**config.mk**
```make
export PLATFORM = sky130hd
export DESIGN_NAME = issue_decode_flat
export DESIGN_NICKNAME = d
export VERILOG_FILES = /design/src/rtl/issue_decode_if.sv /design/src/rtl/issue_decode.sv /design/src/flat_wrapper.sv
export SDC_FILE = /design/constraint.sdc
export NUM_CORES = 1
export LEC_CHECK = 0
export BUFFER_PORTS_ARGS = -buffer_cell sky130_fd_sc_hd__buf_2
export CAP_MARGIN = 20
export CORE_UTILIZATION = 47
export CTS_CLUSTER_DIAMETER = 100
export DETAILED_ROUTE_END_ITERATION = 10
export PLACE_DENSITY = 0.84
export RECOVER_POWER = 100
export SLEW_MARGIN = 0
export SYNTH_ARGS = -nofsm -noshare
export SYNTH_HDL_FRONTEND = slang
export SYNTH_SLANG_ARGS = --single-unit
```
**constraint.sdc**
```tcl
create_clock -name clk -period 2.2 [get_ports clk]
set_input_delay 0.44 -clock clk [delete_from_list [all_inputs] [get_ports clk]]
set_output_delay 0.44 -clock clk [all_outputs]
set_load 0.02 [all_outputs]
```
**src/rtl/issue_decode_if.sv**
```systemverilog
// Issue decode bundle: fetched instruction pair with handshake and flush in,
// per-pipe decoded fields, issue PC and halt status out.
//   master : fetch/execute side (drives instr0/instr1, pc_in, in_valid, branchTaken)
//   slave  : decoder side (drives in_ready, pipe opcodes/addresses/immediates, PCout, halted)
// Instruction words are numbered bit 0 = MSB.
interface issue_decode_if;
    logic [0:31] instr0;
    logic [0:31] instr1;
    logic [31:0] pc_in;
    logic        in_valid;
    logic        in_ready;
    logic        branchTaken;
    logic [6:0]  op_even;
    logic [6:0]  op_odd;
    logic [6:0]  RAaddr_even;
    logic [6:0]  RBaddr_even;
    logic [6:0]  RCaddr_even;
    logic [6:0]  RTaddr_even;
    logic [6:0]  RAaddr_odd;
    logic [6:0]  RBaddr_odd;
    logic [6:0]  RCaddr_odd;
    logic [6:0]  RTaddr_odd;
    logic [17:0] Imm_even;
    logic [17:0] Imm_odd;
    logic [31:0] PCout;
    logic        halted;

    modport master (
        output instr0, instr1, pc_in, in_valid, branchTaken,
        input  in_ready, op_even, op_odd,
        input  RAaddr_even, RBaddr_even, RCaddr_even, RTaddr_even,
        input  RAaddr_odd, RBaddr_odd, RCaddr_odd, RTaddr_odd,
        input  Imm_even, Imm_odd, PCout, halted
    );

    modport slave (
        input  instr0, instr1, pc_in, in_valid, branchTaken,
        output in_ready, op_even, op_odd,
        output RAaddr_even, RBaddr_even, RCaddr_even, RTaddr_even,
        output RAaddr_odd, RBaddr_odd, RCaddr_odd, RTaddr_odd,
        output Imm_even, Imm_odd, PCout, halted
    );
endinterface

```
**src/rtl/issue_decode.sv**
```systemverilog
// Dual-issue decoder. Buffers one fetched instruction pair and issues it to
// the even and odd pipes, in one cycle when the pair is independent and
// targets different pipes, otherwise in program order over two cycles.
// Ports:
//   clk   : rising-edge clock
//   reset : synchronous active-high reset
//   bus   : issue_decode_if.slave (pair in, handshake, flush, decoded outputs)
// All decoded outputs are registered (one cycle after the buffer holds a slot).
module issue_decode (
    input  logic           clk,
    input  logic           reset,
    issue_decode_if.slave  bus
);
    localparam logic [6:0] OpEvenNop = 7'd85;
    localparam logic [6:0] OpOddNop  = 7'd84;
    localparam logic [6:0] OpStop    = 7'd83;

    typedef struct packed {
        logic [6:0]  op;
        logic [6:0]  ra;
        logic [6:0]  rb;
        logic [6:0]  rc;
        logic [6:0]  rt;
        logic [17:0] imm;
    } pipe_t;

    function automatic pipe_t nop_out(input logic [6:0] op);
        pipe_t p;
        p     = '0;
        p.op  = op;
        return p;
    endfunction

    function automatic pipe_t decode(input logic [0:31] ins);
        pipe_t p;
        p.op  = ins[0:6];
        p.rt  = ins[7:13];
        p.rc  = ins[7:13];
        p.ra  = ins[14:20];
        p.rb  = ins[21:27];
        p.imm = ins[14:31];
        return p;
    endfunction

    // Opcodes outside both defined ranges behave as a nop of the slot's pipe.
    function automatic logic is_nop_class(input logic [6:0] op);
        return (op == 7'd0) || (op >= 7'd86);
    endfunction

    function automatic logic is_odd(input logic [6:0] op, input logic pos_odd);
        if ((op >= 7'd1 && op <= 7'd62) || op == OpEvenNop) return 1'b0;
        if (op >= 7'd63 && op <= 7'd84)                      return 1'b1;
        return pos_odd;
    endfunction

    logic [0:31] slot0_q, slot0_d, slot1_q, slot1_d;
    logic        v0_q, v0_d, v1_q, v1_d;
    logic [31:0] pc_q, pc_d;
    logic        halted_q, halted_d;
    pipe_t       even_q, even_d, odd_q, odd_d;
    logic [31:0] pc_out_q, pc_out_d;

    logic [6:0] op0, op1;
    logic       odd0, odd1, dual, iss0, iss1, stop_iss, active, accept;

    assign op0  = slot0_q[0:6];
    assign op1  = slot1_q[0:6];
    assign odd0 = is_odd(op0, 1'b0);
    assign odd1 = is_odd(op1, 1'b1);

    // Slot1 may join slot0 only if it reads nothing slot0 writes (RC aliases RT).
    assign dual = v0_q && v1_q && (odd0 != odd1) && (op0 != OpStop)
               && (slot1_q[14:20] != slot0_q[7:13])
               && (slot1_q[21:27] != slot0_q[7:13])
               && (slot1_q[7:13]  != slot0_q[7:13]);
    assign iss0 = v0_q;
    assign iss1 = dual || (!v0_q && v1_q);
    assign stop_iss = (iss0 && op0 == OpStop) || (iss1 && op1 == OpStop);
    assign active   = !halted_q && !bus.branchTaken;

    // Ready when every valid slot leaves this edge; an issuing stop never drains.
    assign bus.in_ready = !halted_q && !reset && !stop_iss && (!v1_q || iss1);
    assign accept       = bus.in_valid && bus.in_ready && !bus.branchTaken;

    always_comb begin
        slot0_d  = slot0_q;
        slot1_d  = slot1_q;
        v0_d     = v0_q;
        v1_d     = v1_q;
        pc_d     = pc_q;
        halted_d = halted_q;
        even_d   = nop_out(OpEvenNop);
        odd_d    = nop_out(OpOddNop);
        pc_out_d = '0;

        if (active) begin
            if (iss0) begin
                v0_d     = 1'b0;
                pc_out_d = pc_q;
                if (!is_nop_class(op0)) begin
                    if (odd0) odd_d  = decode(slot0_q);
                    else      even_d = decode(slot0_q);
                end
                if (op0 == OpStop) v1_d = 1'b0;
            end
            if (iss1) begin
                v1_d = 1'b0;
                if (!iss0) pc_out_d = pc_q + 32'd4;
                if (!is_nop_class(op1)) begin
                    if (odd1) odd_d  = decode(slot1_q);
                    else      even_d = decode(slot1_q);
                end
            end
            if (stop_iss) halted_d = 1'b1;
        end else begin
            v0_d = 1'b0;
            v1_d = 1'b0;
        end

        if (accept) begin
            slot0_d = bus.instr0;
            slot1_d = bus.instr1;
            v0_d    = 1'b1;
            v1_d    = 1'b1;
            pc_d    = bus.pc_in;
        end
    end

    always_ff @(posedge clk) begin
        if (reset) begin
            slot0_q  <= '0;
            slot1_q  <= '0;
            v0_q     <= 1'b0;
            v1_q     <= 1'b0;
            pc_q     <= '0;
            halted_q <= 1'b0;
            even_q   <= nop_out(OpEvenNop);
            odd_q    <= nop_out(OpOddNop);
            pc_out_q <= '0;
        end else begin
            slot0_q  <= slot0_d;
            slot1_q  <= slot1_d;
            v0_q     <= v0_d;
            v1_q     <= v1_d;
            pc_q     <= pc_d;
            halted_q <= halted_d;
            even_q   <= even_d;
            odd_q    <= odd_d;
            pc_out_q <= pc_out_d;
        end
    end

    assign bus.op_even     = even_q.op;
    assign bus.RAaddr_even = even_q.ra;
    assign bus.RBaddr_even = even_q.rb;
    assign bus.RCaddr_even = even_q.rc;
    assign bus.RTaddr_even = even_q.rt;
    assign bus.Imm_even    = even_q.imm;
    assign bus.op_odd      = odd_q.op;
    assign bus.RAaddr_odd  = odd_q.ra;
    assign bus.RBaddr_odd  = odd_q.rb;
    assign bus.RCaddr_odd  = odd_q.rc;
    assign bus.RTaddr_odd  = odd_q.rt;
    assign bus.Imm_odd     = odd_q.imm;
    assign bus.PCout       = pc_out_q;
    assign bus.halted      = halted_q;
endmodule

```
**src/flat_wrapper.sv**
```systemverilog
// flat-port wrapper written by rule: the top's interface ports become plain ports
module issue_decode_flat 
  (clk, reset, bus_instr0, bus_instr1, bus_pc_in, bus_in_valid, bus_branchTaken, bus_in_ready, bus_op_even, bus_op_odd, bus_RAaddr_even, bus_RBaddr_even, bus_RCaddr_even, bus_RTaddr_even, bus_RAaddr_odd, bus_RBaddr_odd, bus_RCaddr_odd, bus_RTaddr_odd, bus_Imm_even, bus_Imm_odd, bus_PCout, bus_halted);
  issue_decode_if bus_i ();
  input  logic clk;
  input  logic reset;
  input wire logic [$bits(bus_i.instr0)-1:0] bus_instr0;
  input wire logic [$bits(bus_i.instr1)-1:0] bus_instr1;
  input wire logic [$bits(bus_i.pc_in)-1:0] bus_pc_in;
  input wire logic [$bits(bus_i.in_valid)-1:0] bus_in_valid;
  input wire logic [$bits(bus_i.branchTaken)-1:0] bus_branchTaken;
  output wire logic [$bits(bus_i.in_ready)-1:0] bus_in_ready;
  output wire logic [$bits(bus_i.op_even)-1:0] bus_op_even;
  output wire logic [$bits(bus_i.op_odd)-1:0] bus_op_odd;
  output wire logic [$bits(bus_i.RAaddr_even)-1:0] bus_RAaddr_even;
  output wire logic [$bits(bus_i.RBaddr_even)-1:0] bus_RBaddr_even;
  output wire logic [$bits(bus_i.RCaddr_even)-1:0] bus_RCaddr_even;
  output wire logic [$bits(bus_i.RTaddr_even)-1:0] bus_RTaddr_even;
  output wire logic [$bits(bus_i.RAaddr_odd)-1:0] bus_RAaddr_odd;
  output wire logic [$bits(bus_i.RBaddr_odd)-1:0] bus_RBaddr_odd;
  output wire logic [$bits(bus_i.RCaddr_odd)-1:0] bus_RCaddr_odd;
  output wire logic [$bits(bus_i.RTaddr_odd)-1:0] bus_RTaddr_odd;
  output wire logic [$bits(bus_i.Imm_even)-1:0] bus_Imm_even;
  output wire logic [$bits(bus_i.Imm_odd)-1:0] bus_Imm_odd;
  output wire logic [$bits(bus_i.PCout)-1:0] bus_PCout;
  output wire logic [$bits(bus_i.halted)-1:0] bus_halted;
  assign bus_i.instr0 = bus_instr0;
  assign bus_i.instr1 = bus_instr1;
  assign bus_i.pc_in = bus_pc_in;
  assign bus_i.in_valid = bus_in_valid;
  assign bus_i.branchTaken = bus_branchTaken;
  assign bus_in_ready = bus_i.in_ready;
  assign bus_op_even = bus_i.op_even;
  assign bus_op_odd = bus_i.op_odd;
  assign bus_RAaddr_even = bus_i.RAaddr_even;
  assign bus_RBaddr_even = bus_i.RBaddr_even;
  assign bus_RCaddr_even = bus_i.RCaddr_even;
  assign bus_RTaddr_even = bus_i.RTaddr_even;
  assign bus_RAaddr_odd = bus_i.RAaddr_odd;
  assign bus_RBaddr_odd = bus_i.RBaddr_odd;
  assign bus_RCaddr_odd = bus_i.RCaddr_odd;
  assign bus_RTaddr_odd = bus_i.RTaddr_odd;
  assign bus_Imm_even = bus_i.Imm_even;
  assign bus_Imm_odd = bus_i.Imm_odd;
  assign bus_PCout = bus_i.PCout;
  assign bus_halted = bus_i.halted;
  issue_decode u_core (.clk(clk), .reset(reset), .bus(bus_i));
endmodule
```
==> results.tsv <==
metric	value	unit
DR pass1 iterations	5	
Static Leak	4.77	nW
TNS Setup	-30470	ps
worst slew pin tran	832	ps
crit path max fanout	4	
fillcell total	1381	
Core Box Area	17400	µm²
Final Skew	12.3	ps
Global Route Usage Sum	0.257	
final-report hold violation count	0	
Net Switching	0.00199	W
vias in the first global route	7257	
Cell Rows	48	
max-slew violations	0	
first-pass GRT wire length	36400	µm
Max Root-Sink Buffers	2	
violations in the final reports	setup timing	
first-iteration detailed-routing DRC count	524	
Layout Nets	1266	
die span in y	136	µm
Min-Delay Startpoint	bus_pc_in[21]	
DR vias	7346	
Skew-Pair Late Insertion Delay	440	ps
H-tree levels	4	
yosys warns	0	
DRT antenna net count	0	
post-synthesis sequential area ratio	0.463	
RSZ-0062 raised after global routing	yes	
Int Pwr	0.00560	W
hold_ws	208	ps
sequence of cells on the critical path	buf_4 -> nand3_1 -> nor2_2 -> a31o_2 -> xnor2_2 -> o21a_4 -> buf_4 -> o211ai_4 -> buf_6 -> buf_12 -> buf_12 -> bufbuf_16 -> mux2_2	
layout cells sized above 1	0.313	
fmax	378	MHz
synthesized instance count	887	
initial antenna violation count	1	
post-route worst setup slack	-445	ps
Synth Register Bits	195	
Finish-stage setup viols	98	
status	finished with violations	
Reg power frac	0.494	
CP max-delay cell	dfxtp_1	
grt ovf	0	
PortBufs	239	
worst IR drop on VDD	0.000541	V
Slew headroom	0.445	
post-layout power	0.00758	W
CP max stage delay	340	ps
largest net degree at the start of global routing	99	
total power per unit cell area	667	nW/µm²
vias per cell	5.24	
Netlist Area Pre-Place	8440	µm²
CP top delay family	buffers and inverters	
CP Capture Type	flip-flop	
CP startpoint kind	flip-flop	
CTS tree	done	
Cell variety after synth	48	
area grow syn2layout	34.8	%
mean routed wirelength per cell	17.4	µm
fraction of registers with async set or reset after synthesis	0	
# DRC	0	
Worst Path Required	2540	ps
hold crit path type	in2reg	
CTS clock-pin slew for the worst setup and hold paths	80	ps
max cap viols	0	
Die X	136	µm
Worst EP arrival	2980	ps
Top FF cell, synth	dfxtp_1	
RePlAce Congestion	0.836	
r2r startpoint	u_core.slot0_q[5]	
Final HPWL DP	15700	µm
die area	18500	µm²
CTS Sinks	195	
minimum clock period after layout	2650	ps
EDFF count, synth	0	
Top-Level Pins	240	
CTS Hold Buffers Added	0	
sw frac	0.262	
root buf cell	clkbuf_16	
Avg Synthesized Cell Area	9.51	µm²
combinational share of power	0.116	
Post-Route WL	24500	µm
Clk pwr share	0.390	
CP bufs+invs	6	
Num CTS Buffers	17	
final period utilization	1.20	
Setup CP Type	reg2reg	
Initial Util	0.484	
Critical Path Source	u_core.slot0_q[5]	
syn nets	989	
cells in the mapped netlist, types with 2 or more instances:
library cell,instances,share of area
and3_1,7,0.0052
inv_1,36,0.016
clkbuf_1,32,0.014
nor2_1,88,0.039
buf_4,43,0.038
nand3_1,11,0.0065
buf_2,17,0.010
nor4_1,7,0.0052
buf_1,3,0.0013
ha_1,2,0.0030
nor3b_1,4,0.0036
o21a_1,2,0.0018
dfxtp_1,195,0.46
nand4_1,13,0.0096
nor2b_1,71,0.053
xor2_1,30,0.031
o211ai_1,3,0.0027
o32ai_1,2,0.0021
buf_6,3,0.0040
and4_1,5,0.0052
and2_1,33,0.024
or2_2,2,0.0015
xnor2_1,10,0.010
a21oi_1,13,0.0077
mux2_1,29,0.039
mux2_2,67,0.089
o21ai_0,14,0.0083
mux2i_1,5,0.0059
o31ai_1,28,0.025
nor3_1,10,0.0059
nand2b_1,3,0.0022
nand2_1,51,0.023
a22oi_1,28,0.025
or3_1,6,0.0044
cell usage in the layout (no fill, tap or decap), types with 9 or more instances in the layout:
master     Yosys  final
dfxtp_1      195    184
clkbuf_1      32    142
buf_2         17     98
nor2_1        88     85
buf_4         43     75
nor2b_1       71     70
mux2_2        67     62
nand2_1       51     51
inv_1         36     36
xor2_1        30     30
and2_1        33     30
a22oi_1       28     28
mux2_1        29     22
o31ai_1       28     21
clkbuf_16      0     18
buf_12         0     14
nand4_1       13     13
o21ai_0       14     13
mux2_4         0     12
buf_6          3     12
a21oi_1       13     10
nand3_1       11     10
dfxtp_2        0     10
xnor2_1       10      9
buf_16         0      9
timing repair:
action	in CTS	in global routing
buffers inserted	21	2
cloned	11	1
resized for setup	61	30
hold endpoints to repair	0	0
endpoints found under the setup margin	110	146
pin swaps	11	12
worst paths after layout:
check / cells after the start / endpoint / slack, ps
worst max-delay path: 13 / u_core.slot1_q[7] / -450
worst min-delay path: 2 / u_core.pc_q[21] / 210
worst max register to register: 13 / u_core.slot1_q[7] / -450
worst min register to register: 1 / u_core.bus.PCout[1] / 450
power by group through the flow:
stage	registers (W)	clock network, W	logic (W)
4_1_cts	0.00374	0.00298	0.000849
6_report	0.00375	0.00296	0.000877
2_1_floorplan	0.00380	0	0.000407
3_5_place_dp	0.00382	0	0.000720
3_3_place_gp	0.00381	0	0.000705
5_1_grt	0.00376	0.00313	0.000934
routing by layer:
layer  track usage  share of wire  vias up
met5             0              0        -
met4         0.131          0.039        0
met3        0.0533          0.061       64
met2         0.426           0.49      321
met1         0.314           0.41     3472
li1              -              -     3489
logic make-up after synthesis:
| kind of cell | share of synthesized area |
|---|---|
| compound gates | 0.0817 |
| xor+xnor | 0.0415 |
| fa+ha+maj | 0.00297 |
| buf+inv | 0.0839 |
| flops | 0.463 |
| mux | 0.134 |
| simple gates | 0.193 |
state kept, by name, summed over array words and instances, names as in the netlist:
signal	cells
u_core.bus.PCout	32
u_core.pc_q	32
u_core.slot0_q	32
u_core.slot1_q	32
u_core.bus.Imm_even	18
u_core.bus.Imm_odd	18
u_core.bus.RTaddr_even	7
u_core.bus.RTaddr_odd	7
u_core.bus.op_even	7
u_core.bus.op_odd	7
u_core.bus.halted	1
u_core.iss0	1
u_core.v1_q	1
per-stage QoR:
step / instance area [µm²] / util / cells / setup WS, ps
after detailed placement: 10100 / 0.581 / 1335 / -254
final: 11400 / 0.653 / 1403 / -445
after global placement: 10100 / 0.581 / 1335 / -217
after global routing: 11400 / 0.653 / 1403 / -543
after floorplan: 8490 / - / 887 / -166
after CTS: 11400 / 0.653 / 1399 / -466
layout make-up:
type	instances	area, µm²	share of cell area
tap	225	282	0.0248
sequential	195	3920	0.345
clock inverter	13	123	0.0108
timing repair buffer	356	2390	0.210
antenna	1	2.50	0.000220
multi-input combinational	558	4090	0.360
inverter	36	135	0.0119
clock buffer	19	433	0.0381
No activity file was read; power rests on OpenSTA's default activity.
